==> config.mk <==
export PLATFORM = sky130hd
export DESIGN_NAME = umi_arbiter
export DESIGN_NICKNAME = d
export VERILOG_FILES = /design/src/rtl/umi_arbiter.sv
export SDC_FILE = /design/constraint.sdc
export NUM_CORES = 1
export LEC_CHECK = 0
export ABC_AREA = 1
export BUFFER_PORTS_ARGS = -buffer_cell sky130_fd_sc_hd__buf_2
export CAP_MARGIN = 15
export CORE_ASPECT_RATIO = 0.8
export CORE_MARGIN = 10
export CORE_UTILIZATION = 40
export CTS_CLUSTER_SIZE = 16
export DETAILED_ROUTE_END_ITERATION = 10
export GPL_ROUTABILITY_DRIVEN = 0
export PLACE_DENSITY = 0.66
export SKIP_LAST_GASP = 1
export SYNTH_ARGS = -nofsm -noshare
export SYNTH_HDL_FRONTEND = slang
export SYNTH_SLANG_ARGS = --single-unit
==> constraint.sdc <==
create_clock -name clk -period 6.4 [get_ports clk]
set_clock_uncertainty 0.05 [all_clocks]
set_input_delay 0.32 -clock clk [delete_from_list [all_inputs] [get_ports clk]]
set_output_delay 0.32 -clock clk [all_outputs]
set_load 0.01 [all_outputs]
==> src/rtl/umi_arbiter.sv <==
// Packet-aware N-input arbiter for a shared UMI output port.
// Grants are combinational from IDLE and held from the first beat through the EOM beat.
module umi_arbiter #(
   parameter int N    = 4,
   parameter int AGEW = 4,
   parameter int AGE  = 8
) (
   input  logic           clk,
   input  logic           reset,
   input  logic [1:0]     arbmode,
   input  logic [N-1:0]   arbmask,
   input  logic [N-1:0]   req_valid,
   input  logic [N-1:0]   req_eom,
   output logic [N-1:0]   req_ready,
   output logic [N-1:0]   grant,
   output logic           out_valid,
   input  logic           out_ready,
   output logic           locked
);

   localparam int PW = (N > 1) ? $clog2(N) : 1;

   typedef enum logic {IDLE, LOCKED} state_t;

   state_t          state_q, state_d;
   logic [PW-1:0]   lockid_q, lockid_d;
   logic [PW-1:0]   rr_q, rr_d;

   logic [N-1:0]    eligible;
   logic [N-1:0]    aged;
   logic [N-1:0]    grant_int;
   logic [PW-1:0]   win_idx;
   logic [PW-1:0]   rr_idx;
   logic [PW-1:0]   owner;
   logic            win_any;
   logic            active;
   logic            valid_int;
   logic            done;

   function automatic logic [PW-1:0] lowest(input logic [N-1:0] v);
      logic [PW-1:0] r;
      r = '0;
      for (int i = N - 1; i >= 0; i--) begin
         if (v[i]) r = PW'(i);
      end
      return r;
   endfunction

   function automatic logic [PW-1:0] next_ptr(input logic [PW-1:0] w);
      logic [PW-1:0] r;
      if (int'(w) == N - 1) r = '0;
      else                  r = w + 1'b1;
      return r;
   endfunction

   assign eligible = req_valid & ~arbmask;
   assign win_any  = |eligible;

   // Descending offset scan leaves the closest eligible input at/after the pointer.
   always_comb begin
      int j;
      j      = 0;
      rr_idx = '0;
      for (int k = N - 1; k >= 0; k--) begin
         j = int'(rr_q) + k;
         if (j >= N) j = j - N;
         if (eligible[j]) rr_idx = PW'(j);
      end
   end

   always_comb begin
      win_idx = lowest(eligible);
      case (arbmode)
         2'd0: win_idx = lowest(eligible);
         2'd2: begin
            if (|(eligible & aged)) win_idx = lowest(eligible & aged);
            else                    win_idx = lowest(eligible);
         end
         default: win_idx = rr_idx;
      endcase
   end

   assign owner  = (state_q == LOCKED) ? lockid_q : win_idx;
   assign active = (state_q == LOCKED) | win_any;

   always_comb begin
      grant_int = '0;
      if (active) grant_int[owner] = 1'b1;
   end

   assign valid_int = |(grant_int & req_valid);
   assign done      = valid_int & out_ready & req_eom[owner];

   // Any grant that does not complete a packet this cycle becomes a held lock.
   always_comb begin
      state_d  = state_q;
      lockid_d = lockid_q;
      rr_d     = rr_q;
      if (done) begin
         state_d = IDLE;
         rr_d    = next_ptr(owner);
      end else if (state_q == IDLE && win_any) begin
         state_d  = LOCKED;
         lockid_d = win_idx;
      end
   end

   always_ff @(posedge clk or posedge reset) begin
      if (reset) begin
         state_q  <= IDLE;
         lockid_q <= '0;
         rr_q     <= '0;
      end else begin
         state_q  <= state_d;
         lockid_q <= lockid_d;
         rr_q     <= rr_d;
      end
   end

   generate
      for (genvar gi = 0; gi < N; gi++) begin : g_wait
         logic [AGEW-1:0] cnt_q, cnt_d;

         always_comb begin
            cnt_d = cnt_q;
            if (!eligible[gi] || (done && grant_int[gi])) cnt_d = '0;
            else if (!grant_int[gi] && (cnt_q != {AGEW{1'b1}})) cnt_d = cnt_q + 1'b1;
         end

         always_ff @(posedge clk or posedge reset) begin
            if (reset) cnt_q <= '0;
            else       cnt_q <= cnt_d;
         end

         assign aged[gi] = (cnt_q >= AGEW'(AGE));
      end
   endgenerate

   assign grant     = reset ? '0 : grant_int;
   assign req_ready = grant & {N{out_ready}};
   assign out_valid = |(grant & req_valid);
   assign locked    = ~reset & (state_q == LOCKED);

endmodule

==> impl_metrics.yaml <==
status:
  status: "finished, final reports clean"
synth:
  synth_area_per_cell_um2: 7.339
  synth_edf_count: 0
  synth_xor_area_frac: 0.06519
  synthMuxAreaShare: 0
  postSynth.asyncResetShare: 1.000
  yosysTopAreaCell: "dfrtp_1"
  yosysSeqAreaShare: 0.3009
  synth_fp_nets: 267
  synth_compound_area_frac: 0.08166
  yosys-top-cells-area: "dfrtp_1 30%, nand2_1 10%, ha_1 8.6%"
  synth_fa_ha_area_frac: 0.08596
  synth_top_family_by_area: "simple AND/OR/NAND/NOR gates"
  syn-instance-count: 238
  yosysWarnings: 0
  yosys.cell_types.count: 29
  synth_flop_cell: "dfrtp_1"
  synth_top_area_frac: 0.3009
  synth_area_mm2: 0.001747
  synth_seq_cells: 21
  synth-simple-area-share: 0.3754
grt:
  grt-ovfl-total: 0
  grt_pass1_wl_um: 6982
  grt_util_all_layers: 0.1111
  antenna_found_initial: 0
  grt_pass1_vias: 1543
  grt_max_degree: 22
sta:
  setup-tns-final_ns: 0
  hold_viol: 0
  rsz0062_at_grt: "false"
  setup_viol: 0
  slew_headroom: 0.4395
  min_period_over_period: 0.4990
  drv_slew: 0
  min_period_ns: 3.194
  tightest_slew_ns: 0.8398
  max_freq_mhz: 313.1
  fin_ws_ns: 3.206
worst_setup_path:
  worstPathArrival_ns: 2.82
  cp-start-kind: "register"
  slowest_stage: "dfrtp_1"
  path_common_cell: "nand2_1"
  r2r-start: "rr_q[0]$_DFFE_PP0N_"
  cp.required_ns: 6.03
  path_cells: "inv_1 -> nand3_1 -> nand2_1 -> nand2_1 -> nand2_1 -> o21ai_1 -> nand3_1 -> nand2_2 -> nand3_4 -> nand2_4 -> inv_1 -> ha_1 -> nand2_2 -> inv_1 -> nand2_1 -> nand2_1 -> a221oi_2 -> nor2_1 -> buf_2"
  critical-path-max-stage-delay_ns: 0.58
  path_class: "reg2out"
  crit_fanout: 11
  end_kind: "primary output"
  startpoint: "rr_q[0]$_DFFE_PP0N_"
power_and_ir_drop:
  internal_power_mw: 0.3440
  power_frac_comb: 0.595
  p_clk_frac: 0.130
  swShare: 0.4940
  power_density_mw_per_mm2: 344.6
  seq_power_share: 0.275
  p_leak_nw: 1.008
  ir_drop_mv: 0.1517
  netSwitchingPower_mw: 0.3359
route:
  drtAntennaViolNets: 0
  drt-wirelength-per-cell_um: 12.45
  top_layer_used: "met4"
  wl_met2_um: 1728
  drc_errors: 0
  drt-total-wl_um: 4009
  via_per_inst: 4.866
  drt_iter0_drc: 55
  route.vias.total: 1567
  drt-pass1-iter-count: 4
  wirelength_met1_um: 2029
  met3_length_um: 210
cts:
  numClockSinks: 21
  clk_latency_ns: 0.26
  cts_tree: "yes"
  clock_path_buffers: 2
  cts-root-buf: "clkbuf_8"
  path_clk_slew_ns: 0.08
  h-tree-depth: 1
  postCtsSetupBuffers: 0
  cts_buffers: 3
  ctsHoldBuffers: 0
  cts_resized: 0
placement:
  dp_slack_ns: 3.500
  place_area_mm2: 0.001928
  place_hpwl_um: 3285
  port_buffers: 26
final_layout:
  layout_common_cells: "47 x nand2_1, 36 x inv_1, 30 x nor2_1"
  final_cell_area_mm2: 0.001973
  fin_util: 0.4693
  fillers: 450
  fin_nets: 295
  syn_to_final_growth_pct: 12.97
  final_common_cell: "nand2_1"
  drive_gt1_frac: 0.2151
  diodes: 0
floorplanning:
  core_mm2: 0.004204
  die_area_mm2: 0.007426
  die-width_um: 93.88
  rows: 21
  ios: 27
  die_y_um: 79.11
  start_util: 0.4155
worst_hold_path:
  hold_class: "in2async"
job:
  cap_violations: 0
-- power groups by stage --
stage | Combinational [mW] | Clock, mW | Sequential (mW)
2_1_floorplan | 0.338 | 0 | 0.172
3_3_place_gp | 0.403 | 0 | 0.188
3_5_place_dp | 0.405 | 0 | 0.188
4_1_cts | 0.406 | 0.0910 | 0.186
5_1_grt | 0.460 | 0.0963 | 0.192
6_report | 0.404 | 0.0883 | 0.187
-- cell usage after synthesis (2+ instances only) --
library cell,n
nand2_1,47
inv_1,36
nor2_1,30
dfrtp_1,21
nand3_1,17
nand2_2,14
ha_1,12
nand4_1,9
xor2_1,9
a21oi_1,7
nand3_4,4
nor3_1,4
o21ai_1,4
xnor2_1,4
o21ai_0,3
a31oi_1,2
a31oi_2,2
nor2_2,2
-- final timing paths --
check	endpoint	slack (ns)	cells after the start
max	out_valid	3.21	19
min	state_q$_DFFE_PP0P_	0.27	2
max reg2reg	lockid_q[0]$_DFFE_PP0P_	3.46	22
min reg2reg	lockid_q[1]$_DFFE_PP0P_	0.44	2
max in group asynchronous	g_wait[3].cnt_q[3]$_DFFE_PP0P_	5.51	2
min in group clk	lockid_q[1]$_DFFE_PP0P_	0.43	5
-- critical path: cells and delay by family (launching register included) --
family | cells | cell delay [ns]
simple gates | 12 | 0.99
compound gates | 2 | 0.34
buf+inv | 4 | 0.44
flops | 1 | 0.58
fa+ha+maj | 1 | 0.21
-- sequential cells by signal (all words and copies together) (netlist names) --
signal	flops
g_wait.cnt_q	16
lockid_q	2
rr_q	2
state_q	1
-- layout make-up --
cell class	count	area [um2]	share of cell area
Clock buffer	4	45.04	0.02283
Inverter	37	138.9	0.07039
Multi-Input combinational cell	177	1062	0.5384
Sequential cell	21	525.5	0.2663
Tap cell	57	71.32	0.03614
Timing Repair Buffer	26	130.1	0.06595
-- kinds of logic (layout without fill, tap and decap cells) --
family	count (synthesis)	in the layout
AOI/OAI and AO/OA	21	21
xor gates and xnor gates	13	13
buffers and inverters	40	67
and+or+nand+nor	131	131
adders and majority gates	12	12
DFF	21	21
-- per-stage QoR --
step	power [mW]	std cells	hold slack, ns
floorplan	0.5102	238	0.3916
global placement	0.5908	318	0.4212
detailed placement	0.5928	318	0.4211
CTS	0.6828	322	0.3127
global route	0.7474	322	0.3496
finish	0.6799	322	0.2652
-- metal layers --
metal  global-route usage  vias to the layer above
li1                     -                      807
met1               0.1504                      719
met2               0.1710                       35
met3              0.02726                        6
met4              0.03030                        0
met5                    0                        -
Note: power is estimated with default switching activity, not from simulation.
